`src/rtl/fetch_req_ctrl_pkg.sv`:
```
// Shared types and constants for the pre-IF fetch request controller.
// Field order of the IF-bound bus lives here so producer and consumer agree.
package fetch_req_ctrl_pkg;

    localparam logic [31:0] RESET_PC_DEFAULT = 32'hbfc00000;
    localparam int          TO_FS_BUS_WD     = 35;

    typedef enum logic {
        ST_REQ  = 1'b0,
        ST_HOLD = 1'b1
    } fetch_state_e;

    typedef struct packed {
        logic tlb_miss;
        logic tlb_invalid;
        logic pc_adel;
    } fetch_exc_t;

    // {tlb_miss, tlb_invalid, pc_adel, pc}, MSB first.
    typedef struct packed {
        fetch_exc_t  exc;
        logic [31:0] pc;
    } to_fs_bus_t;

endpackage

```
`src/rtl/fetch_req_ctrl_if.sv`:
```
// Handshake bundle between the fetch request controller, the ITLB/icache,
// the branch predictor and the IF stage.
interface fetch_req_ctrl_if;
    import fetch_req_ctrl_pkg::*;

    logic                    redirect_valid;
    logic [31:0]             redirect_pc;
    logic                    bp_taken;
    logic [31:0]             bp_target;
    logic                    tlb_miss;
    logic                    tlb_invalid;
    logic                    icache_req;
    logic [31:0]             icache_addr;
    logic                    icache_addr_ok;
    logic                    icache_data_ok;
    logic                    fetch_data_ok;
    logic                    fs_allowin;
    logic                    prefs_to_fs_valid;
    logic [TO_FS_BUS_WD-1:0] prefs_to_fs_bus;
    fetch_state_e            dbg_state;

    // icache: request transfers when icache_req & icache_addr_ok in the same cycle.
    // IF: a PC transfers when prefs_to_fs_valid & fs_allowin in the same cycle.
    modport master (
        input  redirect_valid, redirect_pc, bp_taken, bp_target,
        input  tlb_miss, tlb_invalid, icache_addr_ok, icache_data_ok, fs_allowin,
        output icache_req, icache_addr, fetch_data_ok,
        output prefs_to_fs_valid, prefs_to_fs_bus, dbg_state
    );

    modport slave (
        output redirect_valid, redirect_pc, bp_taken, bp_target,
        output tlb_miss, tlb_invalid, icache_addr_ok, icache_data_ok, fs_allowin,
        input  icache_req, icache_addr, fetch_data_ok,
        input  prefs_to_fs_valid, prefs_to_fs_bus, dbg_state
    );

endinterface

```
`src/rtl/fetch_req_ctrl.sv`:
```
// Pre-IF fetch request controller: owns the fetch PC, issues icache requests and
// drops responses made stale by redirects. Define FETCH_BPRED_EN to follow the predictor.
module fetch_req_ctrl
    import fetch_req_ctrl_pkg::*;
#(
    parameter logic [31:0] RESET_PC        = RESET_PC_DEFAULT,
    parameter int          MAX_OUTSTANDING = 2
) (
    input  logic              clk,
    input  logic              reset,
    fetch_req_ctrl_if.master  f
);

    localparam logic [1:0] MAX_CNT = 2'(MAX_OUTSTANDING);

    fetch_state_e state_q, state_d;
    logic [31:0]  pc_q, pc_d, next_pc;
    logic [1:0]   outst_cnt_q, outst_cnt_d;
    logic [1:0]   cancel_cnt_q, cancel_cnt_d;
    fetch_exc_t   held_exc_q, held_exc_d;
    fetch_exc_t   cur_exc;
    logic         exc, req, accepted, to_fs_valid, addr_hs;
    to_fs_bus_t   bus;

`ifndef FETCH_BPRED_EN
    logic unused_bp;
    assign unused_bp = ^{f.bp_taken, f.bp_target};
`endif

    always_comb begin
        cur_exc.tlb_miss    = f.tlb_miss;
        cur_exc.tlb_invalid = f.tlb_invalid;
        cur_exc.pc_adel     = (pc_q[1:0] != 2'b00);
        exc                 = |cur_exc;

`ifdef FETCH_BPRED_EN
        next_pc = f.bp_taken ? f.bp_target : pc_q + 32'd4;
`else
        next_pc = pc_q + 32'd4;
`endif

        req         = 1'b0;
        accepted    = 1'b0;
        to_fs_valid = 1'b0;
        bus         = {cur_exc, pc_q};
        if (state_q == ST_REQ) begin
            req         = !exc && !f.redirect_valid && (outst_cnt_q < MAX_CNT);
            // An exception PC goes to IF without touching memory.
            accepted    = (req && f.icache_addr_ok) || (exc && !f.redirect_valid);
            to_fs_valid = accepted && f.fs_allowin;
        end else begin
            to_fs_valid = !f.redirect_valid;
            bus         = {held_exc_q, pc_q};
        end
        addr_hs = req && f.icache_addr_ok;

        state_d    = state_q;
        pc_d       = pc_q;
        held_exc_d = held_exc_q;
        if (f.redirect_valid) begin
            state_d = ST_REQ;
            pc_d    = f.redirect_pc;
        end else if (state_q == ST_REQ) begin
            if (accepted && f.fs_allowin) begin
                pc_d = next_pc;
            end else if (accepted) begin
                state_d    = ST_HOLD;
                held_exc_d = cur_exc;
            end
        end else if (f.fs_allowin) begin
            state_d = ST_REQ;
            pc_d    = next_pc;
        end

        outst_cnt_d = outst_cnt_q + {1'b0, addr_hs} - {1'b0, f.icache_data_ok};

        // Everything still in flight at a redirect belongs to the flushed path.
        if (f.redirect_valid) begin
            cancel_cnt_d = outst_cnt_q - {1'b0, f.icache_data_ok};
        end else if (f.icache_data_ok && (cancel_cnt_q != 2'd0)) begin
            cancel_cnt_d = cancel_cnt_q - 2'd1;
        end else begin
            cancel_cnt_d = cancel_cnt_q;
        end
    end

    always_ff @(posedge clk) begin
        if (reset) begin
            state_q      <= ST_REQ;
            pc_q         <= RESET_PC;
            outst_cnt_q  <= 2'd0;
            cancel_cnt_q <= 2'd0;
            held_exc_q   <= '0;
        end else begin
            state_q      <= state_d;
            pc_q         <= pc_d;
            outst_cnt_q  <= outst_cnt_d;
            cancel_cnt_q <= cancel_cnt_d;
            held_exc_q   <= held_exc_d;
        end
    end

    assign f.icache_req        = req & ~reset;
    assign f.icache_addr       = reset ? 32'd0 : pc_q;
    assign f.fetch_data_ok     = f.icache_data_ok & (cancel_cnt_q == 2'd0) & ~reset;
    assign f.prefs_to_fs_valid = to_fs_valid & ~reset;
    assign f.prefs_to_fs_bus   = reset ? '0 : bus;
    assign f.dbg_state         = state_q;

endmodule

```
`src/flat_wrapper.sv`:
```
// flat-port wrapper written by rule: the top's interface ports become plain ports
module fetch_req_ctrl_flat import fetch_req_ctrl_pkg::*;
#(
    parameter logic [31:0] RESET_PC        = RESET_PC_DEFAULT,
    parameter int          MAX_OUTSTANDING = 2
)
  (clk, reset, f_redirect_valid, f_redirect_pc, f_bp_taken, f_bp_target, f_tlb_miss, f_tlb_invalid, f_icache_addr_ok, f_icache_data_ok, f_fs_allowin, f_icache_req, f_icache_addr, f_fetch_data_ok, f_prefs_to_fs_valid, f_prefs_to_fs_bus, f_dbg_state);
  fetch_req_ctrl_if f_i ();
  input  logic clk;
  input  logic reset;
  input wire logic [$bits(f_i.redirect_valid)-1:0] f_redirect_valid;
  input wire logic [$bits(f_i.redirect_pc)-1:0] f_redirect_pc;
  input wire logic [$bits(f_i.bp_taken)-1:0] f_bp_taken;
  input wire logic [$bits(f_i.bp_target)-1:0] f_bp_target;
  input wire logic [$bits(f_i.tlb_miss)-1:0] f_tlb_miss;
  input wire logic [$bits(f_i.tlb_invalid)-1:0] f_tlb_invalid;
  input wire logic [$bits(f_i.icache_addr_ok)-1:0] f_icache_addr_ok;
  input wire logic [$bits(f_i.icache_data_ok)-1:0] f_icache_data_ok;
  input wire logic [$bits(f_i.fs_allowin)-1:0] f_fs_allowin;
  output wire logic [$bits(f_i.icache_req)-1:0] f_icache_req;
  output wire logic [$bits(f_i.icache_addr)-1:0] f_icache_addr;
  output wire logic [$bits(f_i.fetch_data_ok)-1:0] f_fetch_data_ok;
  output wire logic [$bits(f_i.prefs_to_fs_valid)-1:0] f_prefs_to_fs_valid;
  output wire logic [$bits(f_i.prefs_to_fs_bus)-1:0] f_prefs_to_fs_bus;
  output wire logic [$bits(f_i.dbg_state)-1:0] f_dbg_state;
  assign f_i.redirect_valid = f_redirect_valid;
  assign f_i.redirect_pc = f_redirect_pc;
  assign f_i.bp_taken = f_bp_taken;
  assign f_i.bp_target = f_bp_target;
  assign f_i.tlb_miss = f_tlb_miss;
  assign f_i.tlb_invalid = f_tlb_invalid;
  assign f_i.icache_addr_ok = f_icache_addr_ok;
  assign f_i.icache_data_ok = f_icache_data_ok;
  assign f_i.fs_allowin = f_fs_allowin;
  assign f_icache_req = f_i.icache_req;
  assign f_icache_addr = f_i.icache_addr;
  assign f_fetch_data_ok = f_i.fetch_data_ok;
  assign f_prefs_to_fs_valid = f_i.prefs_to_fs_valid;
  assign f_prefs_to_fs_bus = f_i.prefs_to_fs_bus;
  assign f_dbg_state = f_i.dbg_state;
  fetch_req_ctrl #(.RESET_PC(RESET_PC), .MAX_OUTSTANDING(MAX_OUTSTANDING)) u_core (.clk(clk), .reset(reset), .f(f_i));
endmodule
```
`config.mk`:
```
export PLATFORM = sky130hd
export DESIGN_NAME = fetch_req_ctrl_flat
export DESIGN_NICKNAME = d
export VERILOG_FILES = /design/src/rtl/fetch_req_ctrl_pkg.sv /design/src/rtl/fetch_req_ctrl_if.sv /design/src/rtl/fetch_req_ctrl.sv /design/src/flat_wrapper.sv
export SDC_FILE = /design/constraint.sdc
export NUM_CORES = 1
export LEC_CHECK = 0
export ABC_AREA = 1
export CORE_MARGIN = 2
export CORE_UTILIZATION = 43
export DETAILED_ROUTE_END_ITERATION = 8
export PLACE_DENSITY = 0.82
export SYNTH_ARGS = -nofsm -noshare
export SYNTH_HDL_FRONTEND = slang
export SYNTH_SLANG_ARGS = --single-unit
```
`constraint.sdc`:
```
create_clock -name clk -period 1.6 [get_ports clk]
set_input_delay 0.4 -clock clk [delete_from_list [all_inputs] [get_ports clk]]
set_output_delay 0.4 -clock clk [all_outputs]
set_load 0.05 [all_outputs]
```
==> results of run 1 <==
[Yosys cell counts]
| master | number | area share, % |
|---|---|---|
| sky130_fd_sc_hd__buf_2 | 9 | 1.4 |
| sky130_fd_sc_hd__clkinv_1 | 1 | 0.12 |
| sky130_fd_sc_hd__o211ai_2 | 1 | 0.39 |
| sky130_fd_sc_hd__nor2_2 | 4 | 0.77 |
| sky130_fd_sc_hd__nor2_4 | 3 | 1.0 |
| sky130_fd_sc_hd__nor3_1 | 1 | 0.15 |
| sky130_fd_sc_hd__a31oi_1 | 3 | 0.58 |
| sky130_fd_sc_hd__a21oi_1 | 31 | 4.8 |
| sky130_fd_sc_hd__o21ai_0 | 31 | 4.8 |
| sky130_fd_sc_hd__ha_1 | 4 | 1.5 |
| sky130_fd_sc_hd__nand3_2 | 1 | 0.31 |
| sky130_fd_sc_hd__nor2_1 | 124 | 14 |
| sky130_fd_sc_hd__buf_4 | 32 | 7.4 |
| sky130_fd_sc_hd__dfxtp_1 | 40 | 25 |
| sky130_fd_sc_hd__nand2_4 | 2 | 0.70 |
| sky130_fd_sc_hd__o21ai_2 | 1 | 0.27 |
| sky130_fd_sc_hd__buf_6 | 4 | 1.4 |
| sky130_fd_sc_hd__clkbuf_1 | 8 | 0.93 |
| sky130_fd_sc_hd__a221oi_1 | 1 | 0.27 |
| sky130_fd_sc_hd__nand2_1 | 155 | 18 |
| sky130_fd_sc_hd__nand2_2 | 2 | 0.39 |
| sky130_fd_sc_hd__o21ai_1 | 3 | 0.46 |
| sky130_fd_sc_hd__nand3_1 | 44 | 6.8 |
| sky130_fd_sc_hd__nand4_1 | 4 | 0.77 |
| sky130_fd_sc_hd__inv_1 | 54 | 6.3 |
| sky130_fd_sc_hd__inv_2 | 5 | 0.58 |
| sky130_fd_sc_hd__xnor2_1 | 2 | 0.54 |
| sky130_fd_sc_hd__o31ai_1 | 1 | 0.23 |
[logic make-up (layout without fill, tap and decap cells)]
logic type / count (synthesis) / count (layout)
xor+xnor: 2 / 2
flops: 40 / 40
fa+ha+maj: 4 / 4
simple gates: 340 / 340
buf+inv: 113 / 219
compound gates: 72 / 72
[area by class of cell]
| class | instances | share of cell area, % |
|---|---|---|
| sequential | 40 | 14.2 |
| clock inverter | 2 | 0.258 |
| clock buffer | 6 | 1.42 |
| inverter | 60 | 4.17 |
| multi-input combinational | 418 | 39.1 |
| timing repair buffer | 151 | 38.7 |
| tap | 99 | 2.13 |
[how the worst min path moves through the flow]
stage / from / endpoint / slack [ps] / cells after the start
after floorplan: u_core.held_exc_q[0]$_SDFFE_PP0P_ / u_core.held_exc_q[0]$_SDFFE_PP0P_ / 450 / 2
after global placement: u_core.held_exc_q[1]$_SDFFE_PP0P_ / u_core.held_exc_q[1]$_SDFFE_PP0P_ / 470 / 2
after detailed placement: u_core.held_exc_q[2]$_SDFFE_PP0P_ / u_core.held_exc_q[2]$_SDFFE_PP0P_ / 480 / 2
after CTS: reset / u_core.held_exc_q[2]$_SDFFE_PP0P_ / 480 / 4
after global routing: reset / u_core.held_exc_q[0]$_SDFFE_PP0P_ / 510 / 4
final: reset / u_core.held_exc_q[1]$_SDFFE_PP0P_ / 490 / 4
[worst max-delay path: stages, from the launching register on]
cell and delay, ps:
sky130_fd_sc_hd__dfxtp_2 330, sky130_fd_sc_hd__inv_2 70, sky130_fd_sc_hd__nand2_4 60, sky130_fd_sc_hd__nor2_4 100
sky130_fd_sc_hd__nand4_1 110, sky130_fd_sc_hd__nand2_2 110, sky130_fd_sc_hd__nand2_2 60, sky130_fd_sc_hd__a21oi_4 140
sky130_fd_sc_hd__buf_12 150
[power by group through the flow]
stage               registers [W]  logic [W]  clock network, W
floorplan                 0.00117    0.00107                 0
global placement          0.00119    0.00164                 0
detailed placement        0.00119    0.00168                 0
CTS                       0.00117    0.00171          0.000749
global route              0.00120    0.00191          0.000794
finish                    0.00119    0.00182          0.000763
[sequential cells by signal, summed over array words and instances (netlist names)]
register	count
u_core.pc_q	32
u_core.held_exc_q	3
u_core.cancel_cnt_q	2
u_core.outst_cnt_q	2
u_core.f.dbg_state	1
[layer usage]
layer  track usage [%]  vias up  share of wire, %
met5                 0        -                 0
met4              11.3        0               3.0
met3              5.01       40               6.8
met2              48.4      202                51
met1              30.9     1921                39
li1                  -     1970                 -
[repair_timing]
action,in CTS,in global routing
gates cloned,0,4
setup endpoints to repair,35,62
pin swaps,16,17
buffers inserted,7,5
resized for setup,31,59
[per-stage QoR]
step	setup slack, ps	power (W)	std cells
floorplan	-132	0.00225	571
finish	-252	0.00377	776
CTS	-232	0.00363	771
detailed placement	-538	0.00288	757
global placement	-505	0.00283	757
global route	-341	0.00391	776
==> metrics.txt, run 1 <==
drt first-iter violations about 360; maximum number of buffers from clock root to sink 2; overall routing resource usage 26.9%; basic-gate share of the synthesized area counting and, or, nand and nor cells approximately 43%; RSZ-0062 raised after global routing true; fraction of final layout cells sized beyond drive strength 1 34.4%; largest family of logic cells by synthesized area simple AND/OR/NAND/NOR gates; final period utilization 116%; clock tree skew after final layout ~14 ps; layout overhead on the synthesized area 79.8%; Max Clk Rate roughly 0.54 GHz; setup-violating endpoint count in the final report 31; cell area after synthesis 3240 um^2; total area of sequential cells about 830 um^2; worst skew pair latency ~310 ps; critical path capture point f_prefs_to_fs_valid; post-detailed-route count of antenna-violating nets 0; Max Fanout on Critical Path 3; number of top-level pins ~140; routed length per instance 15.4 um; Worst R2R Path Depth 12; row count 31; Distinct cells, synth 28; Internal Power 0.00224 W; clock-pin slew of the registers on the worst-case setup and hold paths ~100 ps; number of global-route vias before repair just over 4k; peak supply drop 0.000369 V; sequential share of power 31.6%; global placement routability congestion between 0.9 and 1; leading cell type in the layout, fill and taps excluded sky130_fd_sc_hd__nand2_1; maximum number of pins on one net before global-route repair 26; Final Net Count 753; number of warnings printed during yosys synthesis 0; clock sink total 40; number of inserted filler cells in the final layout between 400 and 500; final core utilization between 80% and 90%; CP Data Arrival Time 1450 ps; share of total power in the clock network about a fifth; sum of negative setup slack -1530 ps; wire length of the first global-routing pass ~18 mm; setup slack, reg-to-reg -120 ps; instance count of the mapped netlist about 570; final number of hold-violating endpoints 0; CP Launch Point u_core.pc_q[1]$_SDFFE_PP0P_; type of the setup path with the least slack reg -> out; clk root buf sky130_fd_sc_hd__clkbuf_8; number of hold buffers added after cts 0; Slew Limit Headroom 80.6%; top library cells by usage in the layout, fill and taps aside sky130_fd_sc_hd__nand2_1, sky130_fd_sc_hd__nor2_1, sky130_fd_sc_hd__buf_12, sky130_fd_sc_hd__inv_1, sky130_fd_sc_hd__nand3_1; power density over the cells about 650 nW/um^2; run status complete, but fails checks; Syn Area/Cell ~5.7 um^2; number of H-tree levels 2; leakage power of the design about 2.4 nW; Num CTS Buffers 5; mux cell area share after synthesis 0%; failing checks negative setup slack; setup slack after layout -252 ps; share of the synthesized netlist area taken by xor and xnor gates less than 1%; critical register-to-register path endpoint u_core.pc_q[9]$_SDFFE_PP0P_; nature of the critical path endpoint output pin; area of the core region 7250 um^2; via-per-instance ratio between 5 and 6; data required time of the critical path ~1200 ps; length of the first detailed-routing pass in iterations 6; initial antenna violation count 0; final critical-path required period between 1500 and 2000 ps; DIE WIDTH slightly above 90 um; crit path launch type flip-flop; share of the yosys chip area belonging to registers roughly a quarter; Tightest Pin Transition about 290 ps; instance area at placement about 5400 um^2; DPL Wire Length about 8.4 mm; TritonCTS clock tree built; total area of multi-input combinational cells roughly 2300 um^2; P_sw 0.00153 W; starting utilization of the core area 44.6%; count of maximum capacitance violations 0; worst flop-to-flop path startpoint u_core.pc_q[1]$_SDFFE_PP0P_; Net Sw Frac around two fifths; vias post-DR 4133; Hold WC Path Type in -> reg; Overflow after GRT 0; floorplan die area 8240 um^2; share of the synthesized area in compound gates (AO/OA/AOI/OAI) 11.8%; count of buffers from port buffering between 100 and 150; Adder-Cell Fraction of Synth Area under 10%; worst hold slack after final layout 492 ps; height of the die between 90 and 100 um; net count of the mapped netlist around 650; share of power burned in combinational logic roughly 48%; detailed-route wire length 12.0 mm; number of antenna cells inserted 0; max-slew violations 0; number of flip-flops and latches in the synthesized netlist 40; post-route cell area slightly below 6000 um^2; remaining routing DRC violations 0
No activity file was read; power rests on OpenSTA's default activity.
==> run 2, diff against run 1 <==
--- a/config.mk
+++ b/config.mk
@@ -6,6 +6,7 @@
 export NUM_CORES = 1
 export LEC_CHECK = 0
 export ABC_AREA = 1
+export CAP_MARGIN = 0
 export CORE_MARGIN = 2
 export CORE_UTILIZATION = 43
 export DETAILED_ROUTE_END_ITERATION = 8
==> results of run 2 <==
Same layout as run 1: the final DEF is identical, and so are final timing and power.
==> run 3, diff against run 2 <==
--- a/config.mk
+++ b/config.mk
@@ -6,7 +6,7 @@
 export NUM_CORES = 1
 export LEC_CHECK = 0
 export ABC_AREA = 1
-export CAP_MARGIN = 0
+export CAP_MARGIN = 10
 export CORE_MARGIN = 2
 export CORE_UTILIZATION = 43
 export DETAILED_ROUTE_END_ITERATION = 8
==> results of run 3 <==
Same layout as run 1: the final DEF is identical, and so are final timing and power.
